[config.mk]
export PLATFORM = sky130hd
export DESIGN_NAME = ysyx_22040088_fetch_q
export DESIGN_NICKNAME = d
export VERILOG_FILES = /design/src/rtl/ysyx_22040088_pkg.sv /design/src/rtl/ysyx_22040088_sync_fifo.sv /design/src/rtl/ysyx_22040088_fetch_q.sv
export SDC_FILE = /design/constraint.sdc
export NUM_CORES = 1
export LEC_CHECK = 0
export BUFFER_PORTS_ARGS = -buffer_cell sky130_fd_sc_hd__buf_2
export CAP_MARGIN = 5
export CORE_MARGIN = 2
export CORE_UTILIZATION = 53
export CTS_CLUSTER_DIAMETER = 40
export DETAILED_ROUTE_END_ITERATION = 6
export PLACE_DENSITY = 0.85
export SETUP_SLACK_MARGIN = 0.02
export SLEW_MARGIN = 40
export SYNTH_ARGS = -nofsm -noshare
export SYNTH_HDL_FRONTEND = slang
export SYNTH_SLANG_ARGS = --single-unit
[constraint.sdc]
create_clock -name clk -period 2.7 [get_ports clk]
set_clock_uncertainty 0.15 [all_clocks]
set_input_delay 0.405 -clock clk [delete_from_list [all_inputs] [get_ports clk]]
set_output_delay 0.405 -clock clk [all_outputs]
set_load 0.02 [all_outputs]
[src/rtl/ysyx_22040088_pkg.sv]
// Shared widths, reset vector and the fetch-entry layout handed from fetch to decode.
package ysyx_22040088_pkg;

    localparam int          XLEN     = 64;
    localparam int          ILEN     = 32;
    localparam int          DEPTH    = 4;
    localparam logic [63:0] RESET_PC = 64'h8000_0000;
    localparam logic [31:0] INST_NOP = 32'h0000_0013;

    typedef struct packed {
        logic [ILEN-1:0] inst;
        logic [XLEN-1:0] pc;
    } fetch_entry_t;

endpackage

[src/rtl/ysyx_22040088_sync_fifo.sv]
// Generic synchronous FIFO with flush; registered storage, read data is the head slot.
// Latency: a push is visible at the head one cycle later (no bypass).
// Backpressure: full/count let the producer throttle; push on full without pop is illegal.
module ysyx_22040088_sync_fifo #(
    parameter int WIDTH = 96,
    parameter int DEPTH = 4,
    localparam int AW   = $clog2(DEPTH),
    localparam int CW   = $clog2(DEPTH + 1)
) (
    input  logic             clk,
    input  logic             rst,
    input  logic             push,
    input  logic [WIDTH-1:0] wdata,
    input  logic             pop,
    input  logic             flush,
    output logic             full,
    output logic             empty,
    output logic [CW-1:0]    count,
    output logic [WIDTH-1:0] rdata
);
    import ysyx_22040088_pkg::*;

    logic [WIDTH-1:0] mem_q [DEPTH];
    logic [WIDTH-1:0] mem_d [DEPTH];
    logic [AW-1:0]    rd_ptr_q, rd_ptr_d;
    logic [AW-1:0]    wr_ptr_q, wr_ptr_d;
    logic [CW-1:0]    count_q, count_d;
    logic             do_push, do_pop;

    assign empty   = (count_q == '0);
    assign full    = (count_q == CW'(DEPTH));
    assign count   = count_q;
    assign rdata   = mem_q[rd_ptr_q];
    assign do_push = push && !flush;
    assign do_pop  = pop && !empty && !flush;

    always_comb begin
        mem_d    = mem_q;
        rd_ptr_d = rd_ptr_q;
        wr_ptr_d = wr_ptr_q;
        count_d  = count_q;
        if (flush) begin
            rd_ptr_d = '0;
            wr_ptr_d = '0;
            count_d  = '0;
        end else begin
            // On full, push+pop writes the slot being read out this same cycle.
            if (do_push) begin
                mem_d[wr_ptr_q] = wdata;
                wr_ptr_d        = wr_ptr_q + 1'b1;
            end
            if (do_pop) begin
                rd_ptr_d = rd_ptr_q + 1'b1;
            end
            case ({do_push, do_pop})
                2'b10:   count_d = count_q + 1'b1;
                2'b01:   count_d = count_q - 1'b1;
                default: count_d = count_q;
            endcase
        end
    end

    always_ff @(posedge clk) begin
        if (rst) begin
            for (int i = 0; i < DEPTH; i++) begin
                mem_q[i] <= '0;
            end
            rd_ptr_q <= '0;
            wr_ptr_q <= '0;
            count_q  <= '0;
        end else begin
            for (int i = 0; i < DEPTH; i++) begin
                mem_q[i] <= mem_d[i];
            end
            rd_ptr_q <= rd_ptr_d;
            wr_ptr_q <= wr_ptr_d;
            count_q  <= count_d;
        end
    end

    a_no_overflow: assert property (@(posedge clk) disable iff (rst)
        !(push && !flush && full && !pop));
    a_count_bound: assert property (@(posedge clk) disable iff (rst)
        count_q <= CW'(DEPTH));

endmodule

[src/rtl/ysyx_22040088_fetch_q.sv]
// Decoupled fetch: credit-limited imem requests, in-order {inst, pc} queue, redirect flush.
// Latency: imem response to out_valid is 1 cycle; redirect target appears on imem_req_addr next cycle.
// Backpressure: requests stop once in-flight plus buffered fetches reach DEPTH; out_ready stalls the head.
module ysyx_22040088_fetch_q #(
    parameter int              XLEN     = ysyx_22040088_pkg::XLEN,
    parameter int              ILEN     = ysyx_22040088_pkg::ILEN,
    parameter int              DEPTH    = ysyx_22040088_pkg::DEPTH,
    parameter logic [XLEN-1:0] RESET_PC = XLEN'(ysyx_22040088_pkg::RESET_PC)
) (
    input  logic            clk,
    input  logic            rst,
    input  logic            redirect_valid,
    input  logic [XLEN-1:0] redirect_pc,
    output logic            imem_req_valid,
    input  logic            imem_req_ready,
    output logic [XLEN-1:0] imem_req_addr,
    input  logic            imem_rsp_valid,
    input  logic [ILEN-1:0] imem_rsp_data,
    output logic            out_valid,
    input  logic            out_ready,
    output logic [ILEN-1:0] out_inst,
    output logic [XLEN-1:0] out_pc
);
    import ysyx_22040088_pkg::*;

    localparam int CW = $clog2(DEPTH + 1);
    localparam int EW = ILEN + XLEN;

    typedef struct packed {
        logic [ILEN-1:0] inst;
        logic [XLEN-1:0] pc;
    } entry_t;

    logic [XLEN-1:0] fetch_pc_q, fetch_pc_d;
    logic [XLEN-1:0] rsp_pc_q, rsp_pc_d;
    logic [CW-1:0]   outstanding_q, outstanding_d;
    logic [CW-1:0]   discard_q, discard_d;

    logic [CW-1:0]   fifo_count;
    logic            fifo_full, fifo_empty;
    logic [EW-1:0]   fifo_rdata;
    entry_t          push_entry, head_entry;
    logic [CW:0]     in_use;
    logic            req_fire, rsp_keep, pop;
    logic [XLEN-1:0] redirect_tgt;

    // Credit covers both in-flight requests and buffered entries, so a kept response always fits.
    assign in_use         = {1'b0, outstanding_q} + {1'b0, fifo_count};
    assign imem_req_valid = !rst && (in_use < (CW + 1)'(DEPTH));
    assign imem_req_addr  = fetch_pc_q;
    assign req_fire       = imem_req_valid && imem_req_ready;
    assign rsp_keep       = imem_rsp_valid && (discard_q == '0) && !redirect_valid;
    assign pop            = out_valid && out_ready;
    assign redirect_tgt   = {redirect_pc[XLEN-1:2], 2'b00};

    always_comb begin
        outstanding_d = outstanding_q;
        if (req_fire && !imem_rsp_valid) begin
            outstanding_d = outstanding_q + 1'b1;
        end else if (!req_fire && imem_rsp_valid) begin
            outstanding_d = outstanding_q - 1'b1;
        end

        // Everything still in flight after a redirect belongs to the old stream.
        discard_d = discard_q;
        if (redirect_valid) begin
            discard_d = outstanding_d;
        end else if (imem_rsp_valid && (discard_q != '0)) begin
            discard_d = discard_q - 1'b1;
        end

        fetch_pc_d = fetch_pc_q;
        if (redirect_valid) begin
            fetch_pc_d = redirect_tgt;
        end else if (req_fire) begin
            fetch_pc_d = fetch_pc_q + XLEN'(4);
        end

        rsp_pc_d = rsp_pc_q;
        if (redirect_valid) begin
            rsp_pc_d = redirect_tgt;
        end else if (rsp_keep) begin
            rsp_pc_d = rsp_pc_q + XLEN'(4);
        end
    end

    always_ff @(posedge clk) begin
        if (rst) begin
            fetch_pc_q    <= RESET_PC;
            rsp_pc_q      <= RESET_PC;
            outstanding_q <= '0;
            discard_q     <= '0;
        end else begin
            fetch_pc_q    <= fetch_pc_d;
            rsp_pc_q      <= rsp_pc_d;
            outstanding_q <= outstanding_d;
            discard_q     <= discard_d;
        end
    end

    assign push_entry.inst = imem_rsp_data;
    assign push_entry.pc   = rsp_pc_q;

    ysyx_22040088_sync_fifo #(
        .WIDTH (EW),
        .DEPTH (DEPTH)
    ) u_fifo (
        .clk   (clk),
        .rst   (rst),
        .push  (rsp_keep),
        .wdata (push_entry),
        .pop   (pop),
        .flush (redirect_valid),
        .full  (fifo_full),
        .empty (fifo_empty),
        .count (fifo_count),
        .rdata (fifo_rdata)
    );

    assign head_entry = entry_t'(fifo_rdata);
    assign out_valid  = !fifo_empty;
    assign out_inst   = head_entry.inst;
    assign out_pc     = head_entry.pc;

    a_credit_bound: assert property (@(posedge clk) disable iff (rst)
        in_use <= (CW + 1)'(DEPTH));
    a_full_no_req: assert property (@(posedge clk) disable iff (rst)
        fifo_full |-> !imem_req_valid);
    a_discard_bound: assert property (@(posedge clk) disable iff (rst)
        discard_q <= outstanding_q);

endmodule

; ---- After elaboration in Yosys (flattened, before gate mapping)
; Cells that the tools add are included.
[word_totals]
ff_bits = 525
inputBits = 102
output_inout_bits = 162
[classes]
addsub = 10
order_cmp = 4
eq_ne = 2
muxes = 15
bitwise_logic = 3
reduce_logical = 26
[ops]
columns = op, count
row1 = $bwmux W384, 1
row2 = $mux W96, 3
row3 = $mux W64, 4
row4 = $bmux W96 S2, 1
row5 = $demux W96 S2, 1
row6 = $add A64 B3 Y64 const B, 2
row7 = $logic_and A1 B1 Y1, 12
row8 = $mux W3, 4
row9 = $sub A3 B1 Y3 const B, 3
row10 = $reduce_bool A2 Y1, 4
row11 = $add A3 B1 Y3 const B, 2
row12 = $ge A3 B3 Y1 const B, 2
row13 = $logic_not A3 Y1, 2
row14 = $not A2 Y3, 2
row15 = $pmux W3 S2, 1
row16 = $logic_not A1 Y1, 5
row17 = $add A2 B1 Y2 const B, 2
row18 = $add A3 B3 Y4, 1
row19 = $lt A4 B3 Y1 const B, 1
row20 = $lt A3 B1 Y1 const B, 1
row21 = $reduce_bool A3 Y1, 1
row22 = $eq A2 B1 Y1 const B, 1
row23 = $eq A2 B2 Y1 const B, 1
row24 = $reduce_and A2 Y1, 1
row25 = 2 further kinds, 2

; ---- Depth between registers and ports, before layout
[logic_depth]
word_depth = 9
ltp_mapped = 13
mapped_depth_nobuf = 11

; ---- Hierarchy
; A second synthesis with hierarchy kept.
[unflattened]
cells_unflattened = 2747
area_unflattened_um2 = 23741.5
[modules_own_cells]
columns = mod, n_inst, cells_each, area_each_um2, seq_area_each_um2
row1 = ysyx_22040088_sync_fifo, 1, 1834, 16160.5, 7827.5
row2 = ysyx_22040088_fetch_q, 1, 913, 7581.0, 2602.5

; ---- Worst setup path after synthesis
; OpenSTA, ideal clock, no wires.
[synth_path]
path_kind = reg-to-reg
startpoint = reg discard_q[0]
endpoint = reg u_fifo.count_q[2] (netlist: u_fifo.count[2])
setup_ns = 0.071
arrival_time_ns = 2.461
setup_slack_ns = 0.018
path_stages_with_launch = 14
n_path_buf = 2
period_less_slack_ns = 2.682
path_cell_list = dfxtp_1 > inv_1 > ha_1 > and3b_1 > clkbuf_1 > buf_2 > and2_1 > inv_1 > ha_1 > inv_1 > fa_1 > xor2_1 > or3_1 > a21oi_1
[synth_via]
elab_chain_len = 6
[synth_rtl]
columns = element, line_no
row1 = start: declaration, ysyx_22040088_fetch_q.sv:37  ; logic [CW-1:0] discard_q, discard_d;
row2 = start signal: assignment, ysyx_22040088_fetch_q.sv:97  ; discard_q <= discard_d;
row3 = $logic_not A3 Y1 *, ysyx_22040088_fetch_q.sv:52  ; assign rsp_keep = imem_rsp_valid && (discard_q == '0) && !redirect_valid;
row4 = $logic_and A1 B1 Y1 * (2 in a row), ysyx_22040088_fetch_q.sv:52
row5 = $logic_and A1 B1 Y1 *, ysyx_22040088_sync_fifo.sv:34  ; assign do_push = push && !flush;
row6 = $eq A2 B1 Y1 or $eq A2 B2 Y1 (tied branches), ysyx_22040088_sync_fifo.sv:55  ; case ({do_push, do_pop})
row7 = $pmux W3 S2 or $reduce_bool A2 Y1 (tied branches), n/a
row8 = end signal: assignment, ysyx_22040088_sync_fifo.sv:77  ; count_q <= count_d;
row9 = end: declaration, ysyx_22040088_sync_fifo.sv:27  ; logic [CW-1:0] count_q, count_d;
; Every way passes the cells marked *; elsewhere a longest branch is shown, timed or not.
; A chain may end at the register's enable or synchronous reset.

; ---- Final worst setup path
[layout_path]
startpoint = reg rsp_pc_q[33]
endpoint = reg rsp_pc_q[62]
[layout_via]
elab_chain_len = 3
[layout_rtl]
columns = element, line_no
row1 = start: declaration, ysyx_22040088_fetch_q.sv:35  ; logic [XLEN-1:0] rsp_pc_q, rsp_pc_d;
row2 = start signal: assignment, ysyx_22040088_fetch_q.sv:95  ; rsp_pc_q <= rsp_pc_d;
row3 = $add A64 B3 Y64, ysyx_22040088_fetch_q.sv:83  ; rsp_pc_d = rsp_pc_q + XLEN'(4);
row4 = $mux W64, ysyx_22040088_fetch_q.sv:82  ; end else if (rsp_keep) begin
row5 = $mux W64, ysyx_22040088_fetch_q.sv:80  ; if (redirect_valid) begin
; No other way between the ends. The select of a mux whose other input is x is not followed.

==> impl_results.html <==
<table>
<tr><th>Metric</th><th>Value</th></tr>
<tr><th colspan="2">STA</th></tr>
<tr><td>Clock period minus worst slack</td><td>2.66 ns</td></tr>
<tr><td>Transition at the pin with the smallest max-transition slack</td><td>0.912 ns</td></tr>
<tr><td>Period utilisation layout</td><td>98.7%</td></tr>
<tr><td>Pins Over Slew Limit</td><td>0</td></tr>
<tr><td>Max Clk Rate</td><td>375 MHz</td></tr>
<tr><td>Post-Route Setup TNS</td><td>0 ns</td></tr>
<tr><td>Final Hold Violating Endpoints</td><td>0</td></tr>
<tr><td># setup viols final</td><td>0</td></tr>
<tr><td>Slew margin rel.</td><td>39.2%</td></tr>
<tr><td>Unrepaired setup endpoints after global routing</td><td>false</td></tr>
<tr><th colspan="2">Placed design</th></tr>
<tr><td>Input/output buffers</td><td>257</td></tr>
<tr><td>Inst Count DP</td><td>3457</td></tr>
<tr><td>Placed Area</td><td>25500 um2</td></tr>
<tr><td>HPWL after detailed placement</td><td>47600 um</td></tr>
<tr><td>Final estimated routing congestion in global placement</td><td>0.947</td></tr>
<tr><th colspan="2">GRT</th></tr>
<tr><td>Via count of the first global-routing pass</td><td>22.0k</td></tr>
<tr><td>Overflow left after global routing</td><td>0</td></tr>
<tr><td>Wire length of the first global-routing pass</td><td>116000 um</td></tr>
<tr><td>Initial antenna violation count</td><td>3</td></tr>
<tr><td>Tot GR Track Use</td><td>32.7%</td></tr>
<tr><td>Largest net degree at the start of global routing</td><td>190</td></tr>
<tr><th colspan="2">Yosys</th></tr>
<tr><td>Yosys top cell area share</td><td>44.6%</td></tr>
<tr><td>Average cell area after synthesis</td><td>8.45 um2</td></tr>
<tr><td>Top cell type by total area after synthesis</td><td>dfxtp_1</td></tr>
<tr><td>Syn Std Cell Area</td><td>23000 um2</td></tr>
<tr><td>Most common flop cell mapped by yosys</td><td>dfxtp_1</td></tr>
<tr><td>Cell variety after synth</td><td>61</td></tr>
<tr><td>Flops &amp; latches, synth</td><td>513</td></tr>
<tr><td>Count of mapped cells out of synthesis</td><td>2722</td></tr>
<tr><td>Area share of xor/xnor cells in the synthesized design</td><td>2.47%</td></tr>
<tr><td>Post-synthesis adder-cell area fraction</td><td>0.794%</td></tr>
<tr><td>Most repeated cell in the gate-level netlist after synthesis</td><td>nand2_1</td></tr>
<tr><td>Post-synthesis sequential area ratio</td><td>44.6%</td></tr>
<tr><td>Complex-gate fraction of the synthesized area</td><td>16.5%</td></tr>
<tr><td>Largest family of logic cells by synthesized area</td><td>simple AND/OR/NAND/NOR gates</td></tr>
<tr><td>Top cells by area, synth</td><td>dfxtp_1 45%, nand2_1 13%, mux4_2 9.2%</td></tr>
<tr><td>Total number of yosys warnings</td><td>0</td></tr>
<tr><td>Proportion of synthesized area in mux cells</td><td>9.38%</td></tr>
<tr><td>Share of flip-flops with an asynchronous set or reset</td><td>0%</td></tr>
<tr><td>Most instantiated cells after synthesis</td><td>821 x nand2_1, 513 x dfxtp_1, 389 x a21oi_1, 196 x clkbuf_1, 94 x mux4_2</td></tr>
<tr><td>Fraction of the mapped netlist area in simple logic gates</td><td>21.5%</td></tr>
<tr><td>Number of flops mapped to enable cells by yosys</td><td>0</td></tr>
<tr><th colspan="2">Worst setup path</th></tr>
<tr><td>Number of buffer and inverter instances along the worst setup path</td><td>0</td></tr>
<tr><td>CP arrival</td><td>3.01 ns</td></tr>
<tr><td>Data required, critical path</td><td>3.05 ns</td></tr>
<tr><td>Nature of the critical path startpoint</td><td>flop</td></tr>
<tr><td>Largest fanout on the critical path</td><td>21</td></tr>
<tr><td>Capturing element type of the critical path</td><td>flop</td></tr>
<tr><td>Family of cells with the greatest summed delay on the critical path</td><td>simple AND/OR/NAND/NOR gates</td></tr>
<tr><td>Cell chain of the critical path</td><td>and4_2 -&gt; nand4_4 -&gt; or4_4 -&gt; or3_1 -&gt; a311oi_1</td></tr>
<tr><td>Kind of critical path</td><td>flop to flop</td></tr>
<tr><td>Critical-path cell with the highest stage delay</td><td>or4_4</td></tr>
<tr><td>Highest cell delay on the worst timing path</td><td>0.75 ns</td></tr>
<tr><th colspan="2">Clock tree</th></tr>
<tr><td>CTS Buffer Depth</td><td>3</td></tr>
<tr><td>Number of H-tree levels</td><td>3</td></tr>
<tr><td>Number of buffers created by CTS</td><td>74</td></tr>
<tr><td>Buffer cell driving the clock tree root</td><td>clkbuf_16</td></tr>
<tr><td>Clock Latency Late Sink</td><td>0.60 ns</td></tr>
<tr><td>Register clock-pin slew on the reported worst setup and hold paths</td><td>0.06 ns</td></tr>
<tr><td>CTS tree</td><td>done</td></tr>
<tr><td>Clock Sink Count</td><td>513</td></tr>
<tr><th colspan="2">Drt</th></tr>
<tr><td>Remaining DRCs</td><td>0</td></tr>
<tr><td>Detailed-route wire length per cell</td><td>20.9 um</td></tr>
<tr><td>Vias after detailed routing</td><td>22.5k</td></tr>
<tr><td>DRT Pass-1 Iters</td><td>7</td></tr>
<tr><td>Final antenna-violating net count</td><td>0</td></tr>
<tr><td>Violation count after the first detailed-route iteration</td><td>2696</td></tr>
<tr><td>WL final</td><td>76200 um</td></tr>
<tr><td>Via density</td><td>6.19</td></tr>
<tr><th colspan="2">Layout</th></tr>
<tr><td># nets final</td><td>3112</td></tr>
<tr><td>Layout Cells excl Fill</td><td>3640</td></tr>
<tr><td>Area delta synth-&gt;final</td><td>24.6%</td></tr>
<tr><td>Final instance area</td><td>28700 um2</td></tr>
<tr><td>Number of fill cells</td><td>3175</td></tr>
<tr><td>Fraction of layout instances using a drive strength above 1</td><td>21.6%</td></tr>
<tr><th colspan="2">Floorplan</th></tr>
<tr><td># IOs</td><td>264</td></tr>
<tr><td>Area of the die</td><td>45100 um2</td></tr>
<tr><td>Die Y-Extent</td><td>212 um</td></tr>
<tr><td>Die Wd</td><td>212 um</td></tr>
<tr><td>Core Rows</td><td>76</td></tr>
<tr><td>Area of the core region</td><td>43000 um2</td></tr>
<tr><td>Initial core utilization</td><td>53.5%</td></tr>
<tr><th colspan="2">Power and ir drop</th></tr>
<tr><td>Logic pwr share</td><td>8.9%</td></tr>
<tr><td>Switching portion of total power</td><td>26.8%</td></tr>
<tr><td>Sequential Power Share</td><td>41.3%</td></tr>
<tr><td>Net load switching power</td><td>5.20 mW</td></tr>
<tr><td>Clock power frac</td><td>49.8%</td></tr>
<tr><td>Leakage</td><td>10.2 nW</td></tr>
<tr><td>Power per unit of standard cell area</td><td>678 nW/um2</td></tr>
<tr><td>IR Drop Worst-Case VDD</td><td>415 uV</td></tr>
<tr><td>Cell Int Power</td><td>14.2 mW</td></tr>
<tr><th colspan="2">Worst hold path</th></tr>
<tr><td>Path category of the worst min-delay check</td><td>primary input to flop</td></tr>
<tr><th colspan="2">Flow run</th></tr>
<tr><td># Max-Cap Violations</td><td>0</td></tr>
<tr><th colspan="2">Status</th></tr>
<tr><td>Status</td><td>finished clean</td></tr>
</table>
==> placed cells by master, fill, tap and decap left out, types with 9 or more instances in the layout <==
cell | netlist | layout
or4_1 | 16 | 16
a21boi_0 | 43 | 43
o21ai_0 | 22 | 22
nand3_1 | 46 | 46
o21a_1 | 66 | 66
or3_1 | 11 | 11
buf_2 | 16 | 253
dfxtp_1 | 513 | 509
nor4_1 | 46 | 46
nor3_1 | 32 | 32
xor2_1 | 19 | 19
ha_1 | 13 | 12
clkinv_4 | 0 | 9
and3_1 | 15 | 10
inv_1 | 27 | 27
o31a_1 | 57 | 57
inv_6 | 0 | 12
nand2_1 | 821 | 817
a211oi_1 | 14 | 14
clkbuf_16 | 0 | 76
o31ai_1 | 14 | 14
and4_1 | 19 | 18
mux4_2 | 94 | 94
nand4_1 | 41 | 41
a21oi_1 | 389 | 389
dlygate4sd3_1 | 0 | 35
a31oi_1 | 18 | 18
nor2_1 | 40 | 40
buf_12 | 0 | 29
xnor2_1 | 46 | 46
buf_4 | 5 | 109
==> layout make-up <==
| cell class | instances | area (um2) | area share (%) |
|---|---|---|---|
| timing repair buffer | 439 | 3270 | 11.4 |
| sequential | 513 | 10300 | 35.9 |
| tap | 585 | 732 | 2.55 |
| multi-input combinational | 1939 | 11800 | 41.0 |
| inverter | 29 | 111 | 0.389 |
| clock inverter | 47 | 534 | 1.86 |
| antenna | 2 | 5.00 | 0.0175 |
| clock buffer | 86 | 1970 | 6.87 |
==> metrics by stage <==
step                utilization [%]  hold WS (ns)  power [mW]  setup WS [ns]
detailed placement             59.3         0.293        9.77         0.0822
finish                         66.7        0.0296        19.4         0.0355
floorplan                         -         0.283        9.10         0.0298
global route                   66.7       0.00735        19.9        0.00888
CTS                            66.4       0.00117        19.4        0.00358
global placement               59.3         0.288        9.70         0.0998
==> power groups by stage <==
stage / Clock (mW) / Combinational [mW] / Sequential, mW
floorplan: 0 / 0.926 / 8.17
global placement: 0 / 1.55 / 8.15
detailed placement: 0 / 1.60 / 8.17
CTS: 9.71 / 1.67 / 8.01
global route: 10.1 / 1.82 / 8.04
finish: 9.67 / 1.72 / 8.02
==> layer usage <==
| layer | track usage, % | up-vias | routed length [um] |
|---|---|---|---|
| li1 | - | 10000 | - |
| met1 | 39.5 | 10700 | 27800 |
| met2 | 54.2 | 1480 | 36500 |
| met3 | 7.00 | 295 | 8180 |
| met4 | 18.4 | 0 | 3770 |
| met5 | 0 | - | 0 |
==> cell families after synthesis <==
group                      count (synthesis)
AOI/OAI and AO/OA                        633
xor gates and xnor gates                  65
adders and majority gates                 14
buffers and inverters                    275
DFF                                      513
muxes                                     98
other                                      1
and+or+nand+nor                         1123
==> state kept, by name, summed over array words and instances (netlist names) <==
signal           cells
u_fifo.mem_q       376
imem_req_addr       62
rsp_pc_q            62
discard_q            3
outstanding_q        3
u_fifo.count         3
u_fifo.rd_ptr_q      2
u_fifo.wr_ptr_q      2
==> worst min-delay path: cells and delay by family <==
kind                   cells  cell delay, ns
AOI/OAI and AO/OA          1            0.07
and+or+nand+nor            1            0.11
buffers and inverters      1            0.14
==> timing repair <==
action | 4_1_cts | 5_1_grt
hold buffers | 35 | 0
gates resized for setup | 10 | 21
buffers inserted | 7 | 0
cloned | 3 | 3
hold endpoints to repair | 133 | 0
pin swaps | 0 | 3
endpoints found under the setup margin | 66 | 51
==> path summary, 6_finish.rpt <==
path | from | end | slack (ns) | cells past startpoint
hold / removal | redirect_pc[62] | rsp_pc_q[62] | 0.03 | 3
hold reg to reg | u_fifo.mem_q[55] | u_fifo.mem_q[55] | 0.30 | 2
setup / recovery | rsp_pc_q[33] | rsp_pc_q[62] | 0.04 | 5
setup reg to reg | rsp_pc_q[33] | rsp_pc_q[62] | 0.04 | 5
No activity file was read; power rests on OpenSTA's default activity.
